===== src/rtl/seg7_scan_if.sv =====
// Bus between number-formatting logic (master) and the seven-segment
// scan controller (slave): digit data and controls in, display pins out.
interface seg7_scan_if #(
    parameter int NUM_DIGITS = 4
);
    logic [4*NUM_DIGITS-1:0] digits_i;
    logic [NUM_DIGITS-1:0]   dp_i;
    logic [NUM_DIGITS-1:0]   blank_i;
    logic                    load;
    logic                    lz_en;
    logic [3:0]              bright;
    logic [6:0]              seg_S;
    logic [NUM_DIGITS-1:0]   com_s;
    logic                    dp;
    logic                    frame;

    modport master (
        output digits_i, dp_i, blank_i, load, lz_en, bright,
        input  seg_S, com_s, dp, frame
    );

    modport slave (
        input  digits_i, dp_i, blank_i, load, lz_en, bright,
        output seg_S, com_s, dp, frame
    );
endinterface


===== src/rtl/seg7_scan_ctrl.sv =====
// N-digit multiplexed seven-segment scan controller with per-digit decimal
// points, blanking, leading-zero suppression, frame-synchronous double
// buffering, PWM brightness and configurable pin polarity.
module seg7_scan_ctrl #(
    parameter int NUM_DIGITS      = 4,
    parameter int PRESCALE_BITS   = 14,
    parameter bit COM_ACTIVE_HIGH = 1'b1,
    parameter bit SEG_ACTIVE_HIGH = 1'b1
) (
    input logic        fin,
    input logic        rst,
    seg7_scan_if.slave bus
);

    localparam int                    IDX_W    = $clog2(NUM_DIGITS);
    localparam logic [IDX_W-1:0]      LAST_IDX = IDX_W'(NUM_DIGITS - 1);
    localparam logic                  COM_INV  = !COM_ACTIVE_HIGH;
    localparam logic                  SEG_INV  = !SEG_ACTIVE_HIGH;
    localparam logic [NUM_DIGITS-1:0] COM_OFF  = {NUM_DIGITS{COM_INV}};
    localparam logic [6:0]            SEG_OFF  = {7{SEG_INV}};

    logic [PRESCALE_BITS-1:0] prescale_q;
    logic [IDX_W-1:0]         idx_q;
    logic                     frame_q;

    logic [4*NUM_DIGITS-1:0]  shadow_digits_q, act_digits_q;
    logic [NUM_DIGITS-1:0]    shadow_dp_q, act_dp_q;
    logic [NUM_DIGITS-1:0]    shadow_blank_q, act_blank_q;

    logic [6:0]               seg_q;
    logic [NUM_DIGITS-1:0]    com_q;
    logic                     dp_q;

    logic                     tick;
    logic                     wrap_tick;

    assign tick      = &prescale_q;
    assign wrap_tick = tick && (idx_q == LAST_IDX);

    // Free-running slot prescaler, digit index and the end-of-frame pulse.
    // NOTE: sequential state uses non-blocking assignments so every register
    // samples pre-edge values regardless of statement order.
    always_ff @(posedge fin or posedge rst) begin
        if (rst) begin
            prescale_q <= '0;
            idx_q      <= '0;
            frame_q    <= 1'b0;
        end else begin
            prescale_q <= prescale_q + 1'b1;
            frame_q    <= wrap_tick;
            if (tick) begin
                idx_q <= (idx_q == LAST_IDX) ? '0 : idx_q + 1'b1;
            end
        end
    end

    // Shadow registers: any load cycle overwrites, last write wins.
    always_ff @(posedge fin or posedge rst) begin
        if (rst) begin
            shadow_digits_q <= '0;
            shadow_dp_q     <= '0;
            shadow_blank_q  <= '0;
        end else if (bus.load) begin
            shadow_digits_q <= bus.digits_i;
            shadow_dp_q     <= bus.dp_i;
            shadow_blank_q  <= bus.blank_i;
        end
    end

    // Active registers only change on the wrap, so a frame never tears.
    always_ff @(posedge fin or posedge rst) begin
        if (rst) begin
            act_digits_q <= '0;
            act_dp_q     <= '0;
            act_blank_q  <= '0;
        end else if (wrap_tick) begin
            act_digits_q <= shadow_digits_q;
            act_dp_q     <= shadow_dp_q;
            act_blank_q  <= shadow_blank_q;
        end
    end

    logic [NUM_DIGITS-1:0] lz_dark;
    logic                  zero_run;

    // Leading-zero run from the left; blanked digits extend the run and the
    // rightmost digit is never suppressed.
    // NOTE: every combinational output gets a default first so no path
    // leaves a variable unassigned and no latch is inferred.
    always_comb begin
        lz_dark  = '0;
        zero_run = 1'b1;
        for (int k = 0; k < NUM_DIGITS - 1; k++) begin
            zero_run   = zero_run && (act_blank_q[k] ||
                         (act_digits_q[4*k +: 4] == 4'd0 && !act_dp_q[k]));
            lz_dark[k] = bus.lz_en && zero_run;
        end
    end

    logic [3:0]            cur_code;
    logic                  cur_dp;
    logic                  cur_dark;
    logic [6:0]            seg_dec;
    logic [3:0]            phase;
    logic                  com_on;
    logic [6:0]            seg_n;
    logic                  dp_n;
    logic [NUM_DIGITS-1:0] com_n;

    // Select the scanned digit, decode it and compute the PWM-gated select.
    always_comb begin
        cur_code = 4'd0;
        cur_dp   = 1'b0;
        cur_dark = 1'b0;
        com_n    = '0;
        phase    = prescale_q[PRESCALE_BITS-1 -: 4];
        com_on   = (bus.bright == 4'hF) || (phase < bus.bright);
        for (int k = 0; k < NUM_DIGITS; k++) begin
            if (idx_q == IDX_W'(k)) begin
                cur_code                 = act_digits_q[4*k +: 4];
                cur_dp                   = act_dp_q[k];
                cur_dark                 = act_blank_q[k] || lz_dark[k];
                com_n[NUM_DIGITS-1-k]    = com_on;
            end
        end
        case (cur_code)
            4'd0:    seg_dec = 7'h7E;
            4'd1:    seg_dec = 7'h30;
            4'd2:    seg_dec = 7'h6D;
            4'd3:    seg_dec = 7'h79;
            4'd4:    seg_dec = 7'h33;
            4'd5:    seg_dec = 7'h5B;
            4'd6:    seg_dec = 7'h5F;
            4'd7:    seg_dec = 7'h70;
            4'd8:    seg_dec = 7'h7F;
            4'd9:    seg_dec = 7'h7B;
            default: seg_dec = 7'h00;
        endcase
        seg_n = cur_dark ? 7'h00 : seg_dec;
        dp_n  = !cur_dark && cur_dp;
    end

    // Registered pins with polarity applied; reset drives the dark level.
    always_ff @(posedge fin or posedge rst) begin
        if (rst) begin
            seg_q <= SEG_OFF;
            com_q <= COM_OFF;
            dp_q  <= SEG_INV;
        end else begin
            seg_q <= seg_n ^ SEG_OFF;
            com_q <= com_n ^ COM_OFF;
            dp_q  <= dp_n ^ SEG_INV;
        end
    end

    assign bus.seg_S = seg_q;
    assign bus.com_s = com_q;
    assign bus.dp    = dp_q;
    assign bus.frame = frame_q;

endmodule


===== src/flat_wrapper.sv =====
// flat-port wrapper written by rule: the top's interface ports become plain ports
module seg7_scan_ctrl_flat 
#(
    parameter int NUM_DIGITS      = 4,
    parameter int PRESCALE_BITS   = 14,
    parameter bit COM_ACTIVE_HIGH = 1'b1,
    parameter bit SEG_ACTIVE_HIGH = 1'b1
)
  (fin, rst, bus_digits_i, bus_dp_i, bus_blank_i, bus_load, bus_lz_en, bus_bright, bus_seg_S, bus_com_s, bus_dp, bus_frame);
  seg7_scan_if #(.NUM_DIGITS(NUM_DIGITS)) bus_i ();
  input logic fin;
  input logic rst;
  input wire logic [$bits(bus_i.digits_i)-1:0] bus_digits_i;
  input wire logic [$bits(bus_i.dp_i)-1:0] bus_dp_i;
  input wire logic [$bits(bus_i.blank_i)-1:0] bus_blank_i;
  input wire logic [$bits(bus_i.load)-1:0] bus_load;
  input wire logic [$bits(bus_i.lz_en)-1:0] bus_lz_en;
  input wire logic [$bits(bus_i.bright)-1:0] bus_bright;
  output wire logic [$bits(bus_i.seg_S)-1:0] bus_seg_S;
  output wire logic [$bits(bus_i.com_s)-1:0] bus_com_s;
  output wire logic [$bits(bus_i.dp)-1:0] bus_dp;
  output wire logic [$bits(bus_i.frame)-1:0] bus_frame;
  assign bus_i.digits_i = bus_digits_i;
  assign bus_i.dp_i = bus_dp_i;
  assign bus_i.blank_i = bus_blank_i;
  assign bus_i.load = bus_load;
  assign bus_i.lz_en = bus_lz_en;
  assign bus_i.bright = bus_bright;
  assign bus_seg_S = bus_i.seg_S;
  assign bus_com_s = bus_i.com_s;
  assign bus_dp = bus_i.dp;
  assign bus_frame = bus_i.frame;
  seg7_scan_ctrl #(.NUM_DIGITS(NUM_DIGITS), .PRESCALE_BITS(PRESCALE_BITS), .COM_ACTIVE_HIGH(COM_ACTIVE_HIGH), .SEG_ACTIVE_HIGH(SEG_ACTIVE_HIGH)) u_core (.fin(fin), .rst(rst), .bus(bus_i));
endmodule

===== config.mk =====
export PLATFORM = sky130hd
export DESIGN_NAME = seg7_scan_ctrl_flat
export DESIGN_NICKNAME = d
export VERILOG_FILES = /design/src/rtl/seg7_scan_if.sv /design/src/rtl/seg7_scan_ctrl.sv /design/src/flat_wrapper.sv
export SDC_FILE = /design/constraint.sdc
export NUM_CORES = 1
export LEC_CHECK = 0
export ABC_AREA = 0
export BUFFER_PORTS_ARGS = -buffer_cell sky130_fd_sc_hd__clkbuf_2
export CORE_ASPECT_RATIO = 1.75
export CORE_UTILIZATION = 62
export CTS_CLUSTER_SIZE = 16
export DETAILED_ROUTE_END_ITERATION = 12
export MAX_ROUTING_LAYER = met4
export PLACE_DENSITY = 0.91
export SETUP_SLACK_MARGIN = 0.15
export SLEW_MARGIN = 20
export SYNTH_ARGS = -nofsm -noshare
export SYNTH_HDL_FRONTEND = slang
export SYNTH_SLANG_ARGS = --single-unit

===== constraint.sdc =====
create_clock -name fin -period 4.6 [get_ports fin]
set_clock_uncertainty 0.2 [all_clocks]
set_input_delay 0.69 -clock fin [delete_from_list [all_inputs] [get_ports fin]]
set_output_delay 0.69 -clock fin [all_outputs]
set_load 0.01 [all_outputs]

==> key figures <==
Global routing
  • Initial antenna violation count: 0
  • All-Layer GR Usage: 26.0%
  • First-pass GRT wire length: 11.1 mm
  • GRT overflow: 0
  • Pin count of the biggest net entering global routing: 52
  • Number of global-route vias before repair: 2521

Worst setup path
  • CP max stage delay: 0.69 ns
  • CP Capture Type: flop
  • Crit-path cells: ha_1 > a211oi_1 > a211oi_1 > inv_1 > ha_1 > mux2i_1 > a2bb2oi_1 > a21oi_1
  • CP max stage cell: a211oi_1
  • Critical path's top delay family: compound AO/OA/AOI/OAI gates
  • Critical Path RT: 4.59 ns
  • Crit Path Category: flop to flop
  • CP Max Fanout: 21
  • Worst Path Buf+Inv: 1
  • Worst setup SP type: flop
  • Critical Path AT: 2.99 ns

Clock network
  • Clk sink count: 77
  • Postcts setup bufs: 0
  • Htree depth: 3
  • Root Buffer: clkbuf_8
  • Clock transition at path regs: 0.08 ns
  • Number of CTS-inserted buffers: 9
  • Worst-case clock buffer depth: 2
  • CTS tree: done
  • Clk Latency, worst-skew pair: 0.35 ns
  • Post-CTS Resized: 0
  • Hold-fix buffers, CTS: 0

Synth
  • Async SR Flop Fraction: 100%
  • Most frequent cell after synthesis: nand2_1
  • Ys Warns: 0
  • Netlist cell types: 42
  • Seq/Total Area, Yosys: 55.1%
  • Post-Syn Area: 3490 um^2
  • Area leader, netlist: dfrtp_1
  • Syn nets: 368
  • Avg Cell Area, Syn: 10.8 um^2
  • Post-synth EDFFs: 0
  • Synth top area cells: dfrtp_1, nand2_1, mux2_1
  • Synth top area share: 55.1%
  • Synthesis-stage register bit count: 77
  • Post-Syn Instances: 323
  • Top cells by count, synth: nand2_1, dfrtp_1, mux2_1, ha_1, nor2_1
  • Synth Flop Type: dfrtp_1

Die
  • Top Ports: 45
  • Chip width: 58.8 um
  • Core box area: 5340 um^2
  • Die Footprint: 5950 um^2
  • # rows: 35
  • Die H: 101 um
  • Initial Utilization: 65.4%

Detailed routing
  • Wl on met1: 2.68 mm
  • Via count: 2435
  • Residual DRC: 0
  • Drt initial violations: 107
  • Wire per inst: 14.2 um
  • Met3 WL post-DR: 165 um
  • Top Layer Used: met4
  • Vias per inst: 5.46
  • Met2 wire length: 3.41 mm
  • Final WL: 6.35 mm
  • Antenna-violating nets left: 0
  • DR pass1 iterations: 4

Pwr
  • Power Density: 326 nW/um^2
  • Psw: 0.297 mW
  • VDD IR max: 0.271 mV
  • Leakage Power: 1.99 nW
  • Clock power frac: 40.3%
  • Sequential Power Share: 54.9%
  • Switching Share: 22.9%
  • P_int: 1.00 mW
  • Gate power share: 4.9%

STA
  • Final Hold Viols: 0
  • Setup slack after layout: 1.61 ns
  • Setup TNS: 0 ns
  • Relative slew slack: 38.7%
  • Tmin final: 2.99 ns
  • Pins over their slew limit: 0
  • Final hold slack: 0.250 ns
  • Final period util: 65.0%
  • Max Freq: 334 MHz
  • Worst slew pin tran: 0.917 ns
  • RSZ-0062 raised after global routing: no
  • Final setup vio count: 0

Placement
  • Placement Setup Slack: 1.66 ns
  • Buffers on Ports: 44
  • Dpl hpwl: 4.53 mm
  • RD Place Congestion: 0.856

Status
  • Run status: completed

Hold path
  • Min-delay worst type: flop to flop

Final layout
  • Share of cells above drive strength 1: 19.1%
  • Diodes inserted: 0
  • Fin nets: 412
  • Area Growth Syn to Fin: 13.8%

Run
  • Max-cap violations: 0
power by group through the flow:
stage | Combinational, mW | Clock, mW | Sequential, mW
final | 0.0632 | 0.522 | 0.712
after global routing | 0.0726 | 0.556 | 0.715
after CTS | 0.0651 | 0.530 | 0.712
after detailed placement | 0.0647 | 0 | 0.725
after global placement | 0.0614 | 0 | 0.724
after floorplan | 0.0394 | 0 | 0.723
area by class of cell:
class	count	area, um^2
Clock inverter	6	70.1
Inverter	11	42.5
Tap cell	74	92.6
Multi-Input combinational cell	223	1480
Fill cell	389	1370
Timing Repair Buffer	45	228
Clock buffer	10	138
Sequential cell	77	1930
worst paths after layout:
path / from / end / slack, ns / cells after the start
min in group asynchronous: rst / u_core.prescale_q[1] / 0.26 / 2
max: u_core.idx_q[0] / u_core.bus.seg_S[2] / 1.61 / 8
max in group asynchronous: rst / u_core.act_dp_q[0] / 3.09 / 3
min: u_core.prescale_q[0] / u_core.prescale_q[0] / 0.25 / 1
max reg2reg: u_core.idx_q[0] / u_core.bus.seg_S[2] / 1.61 / 8
min reg2reg: u_core.prescale_q[0] / u_core.prescale_q[0] / 0.25 / 1
registers in the layout, summed over array words and instances, names as in the netlist:
register	flops
u_core.act_blank_q	4
u_core.act_digits_q	16
u_core.act_dp_q	4
u_core.bus.com_s	4
u_core.bus.dp	1
u_core.bus.frame	1
u_core.bus.seg_S	7
u_core.idx_q	2
u_core.prescale_q	14
u_core.shadow_blank_q	4
u_core.shadow_digits_q	16
u_core.shadow_dp_q	4
layout by cell type (no fill, tap or decap), drive strengths merged, types with 3 or more instances in the layout:
cell and n:
a211oi 6, o21ai 3, mux2 25, a21boi 4, nand3 6, nand2 81
clkbuf 54, xnor2 9, clkinvlp 3, xor2 4, ha 13, a2bb2oi 3
nor2 12, dfrtp 77, nor3b 5, nor2b 4, a21oi 10, a21o 4
nor3 4, nand3b 3, inv 12, nand4 4, nand2b 3
metrics by stage:
step,cell area [um^2],total power [mW],util [%],std cells
2_1_floorplan,3490,0.762,-,323
3_3_place_gp,3770,0.785,70.5,430
3_5_place_dp,3770,0.790,70.5,430
4_1_cts,3980,1.31,74.4,446
5_1_grt,3980,1.34,74.4,446
6_report,3980,1.30,74.4,446
kinds of logic (layout without fill, tap and decap cells):
| kind of cell | Yosys count | count (layout) | synth area share (%) |
|---|---|---|---|
| xor gates and xnor gates | 13 | 13 | 3.26 |
| AOI/OAI and AO/OA | 40 | 40 | 8.67 |
| DFF | 77 | 77 | 55.1 |
| adders and majority gates | 13 | 13 | 4.65 |
| muxes | 27 | 27 | 8.63 |
| and+or+nand+nor | 130 | 130 | 17.1 |
| buffers and inverters | 23 | 72 | 2.54 |
worst register-to-register path, delay by kind of cell (launching register included):
| family | cells | cell delay, ns |
|---|---|---|
| adder cells (fa/ha/maj) | 2 | 0.85 |
| AO/OA/AOI/OAI | 4 | 1.04 |
| buffers and inverters | 1 | 0.19 |
| multiplexers | 1 | 0.14 |
| flip-flops | 1 | 0.42 |
per-layer routing:
layer | vias to the layer above | global-route usage (%)
met5 | - | -
met4 | 0 | 12.1
met3 | 7 | 3.96
met2 | 52 | 44.2
met1 | 1194 | 29.5
li1 | 1182 | -
Power figures use the tool's default switching activity.
